File: src/rtl/ultrasonic_pkg.sv
// Shared types and default timing for the ultrasonic scan scheduler.
package ultrasonic_pkg;

  localparam int unsigned CNT_W = 24;

  localparam int unsigned DEF_N_SENSORS    = 4;
  localparam int unsigned DEF_TRIG_CYCLES  = 120;     // 10 us at 12 MHz
  localparam int unsigned DEF_RISE_TIMEOUT = 60000;   // trigger end to echo rise
  localparam int unsigned DEF_ECHO_TIMEOUT = 456000;  // 38 ms of echo high
  localparam int unsigned DEF_SLOT_CYCLES  = 720000;  // 60 ms trigger to trigger

  typedef enum logic [2:0] {
    S_IDLE,
    S_TRIG,
    S_WAIT_RISE,
    S_MEASURE,
    S_HOLDOFF
  } scan_state_e;

endpackage

File: src/rtl/ultrasonic_scan_scheduler_echo_sync.sv
// Two-flop synchronizer for one asynchronous echo line plus rise detect.
module echo_sync (
  input  logic clk,
  input  logic reset,
  input  logic echo_async,
  output logic echo_s,
  output logic echo_rise
);

  logic meta_q;
  logic sync_q;
  logic prev_q;

  // Synchronizer chain; prev_q remembers the last synchronized level.
  always_ff @(posedge clk or posedge reset) begin
    if (reset) begin
      meta_q <= 1'b0;
      sync_q <= 1'b0;
      prev_q <= 1'b0;
    end else begin
      meta_q <= echo_async;
      sync_q <= meta_q;
      prev_q <= sync_q;
    end
  end

  assign echo_s    = sync_q;
  // A line that is already high stays high with prev_q=1, so it never reads as an edge.
  assign echo_rise = sync_q & ~prev_q;

endmodule

File: src/rtl/ultrasonic_scan_scheduler.sv
// Round-robin ultrasonic ranging scheduler: triggers one sensor per slot,
// times its echo pulse and reports the duration or a timeout.
module ultrasonic_scan_scheduler
  import ultrasonic_pkg::*;
#(
  parameter int unsigned N_SENSORS    = DEF_N_SENSORS,
  parameter int unsigned TRIG_CYCLES  = DEF_TRIG_CYCLES,
  parameter int unsigned RISE_TIMEOUT = DEF_RISE_TIMEOUT,
  parameter int unsigned ECHO_TIMEOUT = DEF_ECHO_TIMEOUT,
  parameter int unsigned SLOT_CYCLES  = DEF_SLOT_CYCLES,
  localparam int unsigned ID_W = (N_SENSORS > 1) ? $clog2(N_SENSORS) : 1
) (
  input  logic                 clk,
  input  logic                 reset,
  input  logic                 enable,
  input  logic [N_SENSORS-1:0] sensor_mask,
  input  logic [N_SENSORS-1:0] echo,
  output logic [N_SENSORS-1:0] trig,
  output logic                 result_valid,
  output logic [ID_W-1:0]      result_id,
  output logic [CNT_W-1:0]     result_count,
  output logic                 result_timeout,
  output logic                 busy
);

  localparam logic [CNT_W-1:0] TRIG_LAST = CNT_W'(TRIG_CYCLES - 1);
  localparam logic [CNT_W-1:0] RISE_LAST = CNT_W'(RISE_TIMEOUT - 1);
  localparam logic [CNT_W-1:0] ECHO_MAX  = CNT_W'(ECHO_TIMEOUT);
  localparam logic [CNT_W-1:0] SLOT_LAST = CNT_W'(SLOT_CYCLES - 1);

  scan_state_e state_q, state_d;
  logic [ID_W-1:0]  sel_q, sel_d;
  logic [ID_W-1:0]  last_q, last_d;
  logic [CNT_W-1:0] slot_q, slot_d;
  logic [CNT_W-1:0] cnt_q, cnt_d;
  logic             rvalid_q, rvalid_d;
  logic [ID_W-1:0]  rid_q, rid_d;
  logic [CNT_W-1:0] rcount_q, rcount_d;
  logic             rtimeout_q, rtimeout_d;

  logic [N_SENSORS-1:0] echo_s;
  logic [N_SENSORS-1:0] echo_rise;
  logic [N_SENSORS-1:0] mask_rot;
  logic                 pick_found;
  logic [ID_W-1:0]      pick_idx;
  logic                 launch;
  logic [CNT_W-1:0]     cnt_inc;

  for (genvar g = 0; g < N_SENSORS; g++) begin : g_sync
    echo_sync u_echo_sync (
      .clk       (clk),
      .reset     (reset),
      .echo_async(echo[g]),
      .echo_s    (echo_s[g]),
      .echo_rise (echo_rise[g])
    );
  end

  // Mask rotated so bit 0 is the sensor just after the last one served.
  assign mask_rot = N_SENSORS'({sensor_mask, sensor_mask} >> (32'(last_q) + 32'd1));

  // Round-robin pick: first set bit of the rotated mask, mapped back to an index.
  always_comb begin
    pick_found = 1'b0;
    pick_idx   = '0;
    for (int unsigned k = 0; k < N_SENSORS; k++) begin
      if (!pick_found && mask_rot[k]) begin
        pick_found = 1'b1;
        pick_idx   = ID_W'((32'(last_q) + 32'd1 + k) % N_SENSORS);
      end
    end
  end

  assign launch  = enable && pick_found;
  assign cnt_inc = cnt_q + 1'b1;

  // Next-state, slot timer, measure counter and result capture.
  always_comb begin
    state_d    = state_q;
    sel_d      = sel_q;
    last_d     = last_q;
    slot_d     = slot_q;
    cnt_d      = cnt_q;
    rvalid_d   = 1'b0;
    rid_d      = rid_q;
    rcount_d   = rcount_q;
    rtimeout_d = rtimeout_q;

    if (state_q != S_IDLE) slot_d = slot_q + 1'b1;

    case (state_q)
      S_IDLE: begin
        if (launch) begin
          state_d = S_TRIG;
          sel_d   = pick_idx;
          last_d  = pick_idx;
          slot_d  = '0;
        end
      end
      S_TRIG: begin
        if (slot_q == TRIG_LAST) begin
          state_d = S_WAIT_RISE;
          cnt_d   = '0;
        end
      end
      S_WAIT_RISE: begin
        if (echo_rise[sel_q]) begin
          // The rise cycle is itself the first high cycle of the pulse.
          state_d = S_MEASURE;
          cnt_d   = CNT_W'(1);
        end else if (cnt_q == RISE_LAST) begin
          state_d    = S_HOLDOFF;
          rvalid_d   = 1'b1;
          rid_d      = sel_q;
          rcount_d   = '0;
          rtimeout_d = 1'b1;
        end else begin
          cnt_d = cnt_inc;
        end
      end
      S_MEASURE: begin
        if (echo_s[sel_q]) begin
          cnt_d = cnt_inc;
          if (cnt_inc >= ECHO_MAX) begin
            state_d    = S_HOLDOFF;
            rvalid_d   = 1'b1;
            rid_d      = sel_q;
            rcount_d   = ECHO_MAX;
            rtimeout_d = 1'b1;
          end
        end else begin
          state_d    = S_HOLDOFF;
          rvalid_d   = 1'b1;
          rid_d      = sel_q;
          rcount_d   = cnt_q;
          rtimeout_d = 1'b0;
        end
      end
      S_HOLDOFF: begin
        // The slot-end cycle doubles as the IDLE selection cycle so that
        // back-to-back triggers are exactly SLOT_CYCLES apart.
        if (slot_q >= SLOT_LAST) begin
          if (launch) begin
            state_d = S_TRIG;
            sel_d   = pick_idx;
            last_d  = pick_idx;
            slot_d  = '0;
          end else begin
            state_d = S_IDLE;
          end
        end
      end
      default: state_d = S_IDLE;
    endcase
  end

  // State and datapath registers with asynchronous reset.
  always_ff @(posedge clk or posedge reset) begin
    if (reset) begin
      state_q    <= S_IDLE;
      sel_q      <= '0;
      last_q     <= ID_W'(N_SENSORS - 1);
      slot_q     <= '0;
      cnt_q      <= '0;
      rvalid_q   <= 1'b0;
      rid_q      <= '0;
      rcount_q   <= '0;
      rtimeout_q <= 1'b0;
    end else begin
      state_q    <= state_d;
      sel_q      <= sel_d;
      last_q     <= last_d;
      slot_q     <= slot_d;
      cnt_q      <= cnt_d;
      rvalid_q   <= rvalid_d;
      rid_q      <= rid_d;
      rcount_q   <= rcount_d;
      rtimeout_q <= rtimeout_d;
    end
  end

  // Trigger decode straight from registered state so reset clears it at once.
  always_comb begin
    trig = '0;
    if (state_q == S_TRIG) trig[sel_q] = 1'b1;
  end

  assign busy           = (state_q != S_IDLE);
  assign result_valid   = rvalid_q;
  assign result_id      = rid_q;
  assign result_count   = rcount_q;
  assign result_timeout = rtimeout_q;

endmodule

File: config.mk
export PLATFORM = sky130hd
export DESIGN_NAME = ultrasonic_scan_scheduler
export DESIGN_NICKNAME = d
export VERILOG_FILES = /design/src/rtl/ultrasonic_pkg.sv /design/src/rtl/ultrasonic_scan_scheduler_echo_sync.sv /design/src/rtl/ultrasonic_scan_scheduler.sv
export SDC_FILE = /design/constraint.sdc
export NUM_CORES = 1
export LEC_CHECK = 0
export ABC_AREA = 0
export BUFFER_PORTS_ARGS = -buffer_cell sky130_fd_sc_hd__buf_2
export CORE_ASPECT_RATIO = 0.7
export CORE_MARGIN = 4
export CORE_UTILIZATION = 40
export DETAILED_ROUTE_END_ITERATION = 8
export SLEW_MARGIN = 10
export SYNTH_ARGS = -nofsm -noshare
export SYNTH_HDL_FRONTEND = slang
export SYNTH_HIERARCHICAL = 1
export SYNTH_SLANG_ARGS = --single-unit
File: constraint.sdc
create_clock -name clk -period 5 [get_ports clk]
set_input_delay 1 -clock clk [delete_from_list [all_inputs] [get_ports clk]]
set_output_delay 1 -clock clk [all_outputs]
set_load 0.01 [all_outputs]
==> flow_summary.yaml, run 1 <==
outcome:
  status: "finished clean"
logic_synthesis:
  syn_area_sq_um: 5115
  synthArstFlopShare_pct: 100.0
  syn-num-nets: 578
  synthDistinctLibCells: 57
  synth_top_area_share_pct: 45.50
  synth_top_area_cell: "dfrtp_1"
  yosysWarningCount: 6
  synth_edf_count: 0
  synth-main-ff-cell: "dfrtp_1"
  yosys_register_bits: 95
  synthTopCellsByArea: "dfrtp_1 45%, o21ai_0 5.2%, nand2_1 4.0%"
  avgSynthCellArea_sq_um: 9.069
  synthCells: 564
  synth_seq_area_share_pct: 46.53
setup_path:
  cp-startpoint: "cnt_q[1]"
  startpoint_type: "flop"
  path_buf_inv: 0
  arrival_ns: 3.86
  cpLargestDelayFamily: "compound AO/OA/AOI/OAI gates"
  rr_startpoint: "cnt_q[1]"
  rrSetupSlack_ns: 1.41
  endpoint_kind: "flop"
  required_ns: 5.27
  slowest_delay_ns: 0.79
  slowest_stage: "a21o_1"
  worst-path-max-fanout: 27
  crit_chain: "ha_1 -> nand4_2 -> nor4_1 -> xnor2_1 -> o21ai_0 -> nand4b_1 -> a21o_1 -> a32o_1"
  cp_num_cells: 8
  r2r_cells: 8
  critical_path_class: "flop to flop"
timing:
  slew_headroom_pct: 20.93
  finalCritPeriodShare_pct: 71.85
  fmax_mhz: 278.3
  finClkSkew_ns: 0.009586
  worstMarginPinSlew_ns: 1.182
  rsz0062_at_grt: "no"
  fin_setup_tns_ns: 0
  min_period_ns: 3.593
  holdWs_ns: 0.3477
  slew_viol_final: 0
  hold_viol: 0
  final-setup-viol-count: 0
clock_tree:
  cts.sinks: 95
  post_cts_resized: 0
  clkTransAtPathRegs_ns: 0.07
  cts_tree: "done"
  clockBufferDepth: 2
  cts-root-buf: "clkbuf_16"
  clk_latency_ns: 0.34
  postCtsHoldBufs: 0
  post_cts_buffers: 0
  numCtsBuffers: 9
  h-tree-depth: 3
grt:
  grt_max_degree: 46
  grt_overflow: 0
  first_global_vias: 4128
  grt_pass1_wl_mm: 22.20
  antenna_found_initial: 0
  grtUsageTotal_pct: 18.98
placed_design:
  hpwl_mm: 9.532
  portBuffers: 43
  gp_congestion: 0.9788
  placedCellCount: 732
floorplan:
  die_height_microns: 102.6
  initial_core_util_pct: 41.04
  coreArea_sq_um: 12460
  io_pins: 44
  rows: 34
  die_area_sq_um: 14690
  die_w_microns: 143.2
finish:
  antenna_cells: 0
  drive_gt1_share_pct: 13.14
  final_common_cell: "dfrtp_1"
  instances_no_fill: 748
  final-seq-area_sq_um: 2380
  syn_to_final_growth_pct: 10.52
  fillCellCount: 1161
  finalNetCount: 595
  multi_input_area_sq_um: 2471
  layout_common_cells: "93 x dfrtp_1, 54 x nand2_1, 53 x o21ai_0, 43 x buf_2, 34 x nor2_1"
  fin_util_pct: 45.35
power:
  powerDensity_nw_per_um2: 258.8
  ir_worst_vdd_mv: 0.1684
  p_leak_nw: 2.440
min_path:
  hold-path-cell-count: 0
  hold_path_startpoint: "g_sync[0].u_echo_sync/meta_q"
  hold_path.class: "flop to flop"
routing:
  vias: 4428
  viasPerCell: 5.920
  routed_wirelength_mm: 13.74
  drtIter0Drc: 459
  drc: 0
  routedWlPerCell_microns: 18.37
  ant_nets: 0
  drt-pass1-iter-count: 7
run:
  max_cap_viol_count: 0
## layer usage
layer  part of all wire, %  global-route usage, %  vias to the layer above
li1                      -                      -                     2103
met1                    53                  31.34                     2128
met2                    39                  24.82                      188
met3                   7.6                  4.265                        9
met4                  0.85                  3.652                        0
met5                     0                      0                        -
## worst paths after layout
check                                               end
hold reg to reg            g_sync[0].u_echo_sync/echo_s
max in group asynchronous              result_count[19]
hold / removal             g_sync[0].u_echo_sync/echo_s
setup / recovery                       result_count[22]
min in group asynchronous  g_sync[2].u_echo_sync/meta_q
setup reg to reg                       result_count[22]
## registers in the layout, indices dropped and copies added, names as in the netlist
signal                     count
slot_q                        24
cnt_q                         24
result_id                      2
result_count                  24
g_sync.u_echo_sync/echo_s      4
result_valid                   1
state_q                        3
g_sync.u_echo_sync/meta_q      4
last_q                         2
sel_q                          2
result_timeout                 1
g_sync.u_echo_sync/prev_q      4
## synth_stat cells (all sizes together), types with 2 or more instances
library cell	n
nor2b	13
a211oi	2
nand2b	7
nor4b	2
mux2i	4
nand4	15
a22o	4
o21a	3
mux4	2
a21oi	29
o31ai	14
a21o	5
or4	3
nor3	28
nand4b	4
nor3b	2
and4	4
dfrtp	93
and3	7
nand2	54
nor2	34
xnor2	7
and2	10
o21ai	54
clkbuf	27
nand3	32
or3	4
nor4	10
buf	14
xor2	4
inv	20
ha	3
o311ai	2
or2	4
o41ai	4
o22ai	6
a32o	15
a31oi	7
dfstp	2
## worst reg2reg max path, delay by kind of cell, from the launching register on
| family | cells | cell delay, ns |
|---|---|---|
| AO/OA/AOI/OAI | 3 | 1.28 |
| AND/OR/NAND/NOR | 3 | 1.11 |
| flip-flops | 1 | 0.48 |
| adder cells (fa/ha/maj) | 1 | 0.39 |
| XOR/XNOR | 1 | 0.25 |
## area by class of cell
| class | count | area share, % |
|---|---|---|
| tap | 162 | 3.586 |
| timing repair buffer | 47 | 4.338 |
| multi-input combinational | 408 | 43.71 |
| inverter | 20 | 1.350 |
| sequential | 95 | 42.10 |
| clock buffer | 12 | 4.360 |
| clock inverter | 4 | 0.5533 |
## stage by stage
stage / setup WS [ns] / area [sq um] / power (mW)
floorplan: 1.867 / 5115 / 0.8112
finish: 1.407 / 5653 / 1.463
detailed placement: 1.524 / 5375 / 0.8263
CTS: 1.483 / 5653 / 1.480
global route: 1.069 / 5653 / 1.516
global placement: 1.575 / 5375 / 0.8253
## logic make-up (layout without fill, tap and decap cells)
| group | count (synthesis) | after routing | share of synthesized area [%] |
|---|---|---|---|
| multiplexers | 6 | 6 | 1.663 |
| flip-flops | 95 | 95 | 46.53 |
| AND/OR/NAND/NOR | 237 | 237 | 25.02 |
| AO/OA/AOI/OAI | 151 | 151 | 19.01 |
| XOR/XNOR | 11 | 11 | 1.884 |
| adder cells (fa/ha/maj) | 3 | 3 | 0.7339 |
| buffers and inverters | 61 | 83 | 5.161 |
## report_power, final
part,internal [mW],switching [mW]
registers,0.773,0.00345
clock network,0.352,0.300
logic,0.00969,0.0243
Power figures use the tool's default switching activity.
==> run 2: changes to the inputs <==
Clock period 5 ns to 3.75 ns, I/O delays scaled along.
==> run 2 against run 1 <==
  * Sequential power increased by 34%
  * Global-route usage increased by 0.41 points
  * Clock power increased by 46%
  * Utilization increased by 0.86 points
  * Total power increased by 39%
  * First-iteration DRC count increased by 10%
  * Routed wire length decreased by 0.85%
  * Die area unchanged
  * Largest power group unchanged
==> flow_summary.yaml, run 2 (synthesis results as in run 1) <==
floorplan:
  die_area_sq_um: 14690
  die_height_microns: 102.6
  io_pins: 44
  rows: 34
  coreArea_sq_um: 12460
  die_w_microns: 143.2
  initial_core_util_pct: 41.04
timing:
  final-setup-viol-count: 0
  slew_viol_final: 0
  finClkSkew_ns: 0.008239
  holdWs_ns: 0.3042
  slew_headroom_pct: 44.27
  hold_viol: 0
  worstMarginPinSlew_ns: 0.8296
  finalCritPeriodShare_pct: 88.84
  min_period_ns: 3.331
  fmax_mhz: 300.2
  fin_setup_tns_ns: 0
  rsz0062_at_grt: "no"
placed_design:
  hpwl_mm: 9.645
  portBuffers: 43
  gp_congestion: 0.9038
finish:
  syn_to_final_growth_pct: 12.62
  fin_util_pct: 46.22
  finalNetCount: 602
  antenna_cells: 0
  layout_common_cells: "93 x dfrtp_1, 54 x nand2_1, 53 x o21ai_0, 43 x buf_2, 34 x nor2_1"
  final_common_cell: "dfrtp_1"
  drive_gt1_share_pct: 14.50
grt:
  grtUsageTotal_pct: 19.39
  grt_overflow: 0
  grt_max_degree: 49
  antenna_found_initial: 0
  grt_pass1_wl_mm: 22.43
  first_global_vias: 4083
setup_path:
  worst-path-max-fanout: 16
  cp-endpoint: "result_count[21]"
  critical_path_class: "flop to flop"
  arrival_ns: 3.56
  required_ns: 3.98
  r2r_cells: 9
  endpoint_kind: "flop"
  rrSetupSlack_ns: 0.42
  rr_startpoint: "cnt_q[0]"
  startpoint_type: "flop"
  cp-startpoint: "cnt_q[0]"
  r2r_end: "result_count[21]"
clock_tree:
  clockBufferDepth: 2
  cts-root-buf: "clkbuf_16"
  numCtsBuffers: 9
  h-tree-depth: 3
  cts_tree: "done"
  cts.sinks: 95
  postCtsHoldBufs: 0
  clk_latency_ns: 0.35
  clkTransAtPathRegs_ns: 0.07
  post_cts_resized: 0
  post_cts_buffers: 0
routing:
  viasPerCell: 5.885
  routedWlPerCell_microns: 18.05
  drt-pass1-iter-count: 4
  vias: 4443
  routed_wirelength_mm: 13.63
  drtIter0Drc: 506
  ant_nets: 0
  drc: 0
power:
  powerDensity_nw_per_um2: 352.6
  ir_worst_vdd_mv: 0.1965
  p_leak_nw: 2.508
outcome:
  status: "finished clean"
min_path:
  hold_path.class: "input port to asynchronous set/reset pin"
run:
  max_cap_viol_count: 0
-- run 2: cell count changes in the layout (fill, tap and decap cells not counted), moves of 2 or more --
cell,before,now
buf_12,0,2
buf_4,4,9
clkbuf_1,2,0
clkinvlp_4,3,1
-- run 2: worst min path at each step --
stage | from | to | slack (ns) | cells past startpoint
after floorplan | g_sync[0].u_echo_sync/meta_q | g_sync[0].u_echo_sync/echo_s | 0.33 | 0
after global placement | g_sync[3].u_echo_sync/meta_q | g_sync[3].u_echo_sync/echo_s | 0.34 | 0
after detailed placement | g_sync[1].u_echo_sync/meta_q | g_sync[1].u_echo_sync/echo_s | 0.33 | 0
after CTS | reset | g_sync[3].u_echo_sync/prev_q | 0.30 | 2
after global routing | reset | g_sync[2].u_echo_sync/echo_s | 0.31 | 2
final | reset | g_sync[3].u_echo_sync/prev_q | 0.30 | 2
-- run 2: per-stage QoR --
stage	setup WS, ns	cell area, sq um	power (mW)	instances
4_1_cts	0.4982	5761	2.055	755
2_1_floorplan	0.8665	5115	1.082	564
5_1_grt	0.2369	5761	2.101	755
3_5_place_dp	0.5673	5453	1.103	739
3_3_place_gp	0.6353	5453	1.102	739
6_report	0.4185	5761	2.031	755
-- run 2: cell type report --
class / count / area [sq um]
inverter: 20 / 76.32
tap: 162 / 202.7
multi-input combinational: 408 / 2471
timing repair buffer: 54 / 322.8
fill: 1176 / 6704
sequential: 95 / 2380
clock buffer: 10 / 239.0
clock inverter: 6 / 68.82
-- run 2: where the power goes --
group / switching, mW / total, mW / internal [mW]
Clock: 0.410 / 0.949 / 0.539
Sequential: 0.00440 / 1.04 / 1.03
Combinational: 0.0317 / 0.0469 / 0.0152
-- run 2: per-layer routing --
metal | up-vias | track usage (%) | routed length [microns]
met3 | 10 | 4.033 | 852
met4 | 0 | 4.383 | 126
li1 | 2107 | - | -
met2 | 132 | 26.84 | 5372
met5 | - | 0 | 0
met1 | 2194 | 30.81 | 7274
-- run 2: critical path, stage by stage (launching register included) --
cell and delay [ns]:
dfrtp_1 0.50, ha_1 0.38, nand4_2 0.25, nor4_1 0.66
xnor2_1 0.21, o21ai_0 0.15, nand4b_1 0.17, a21o_1 0.40
buf_12 0.24, a32o_1 0.25
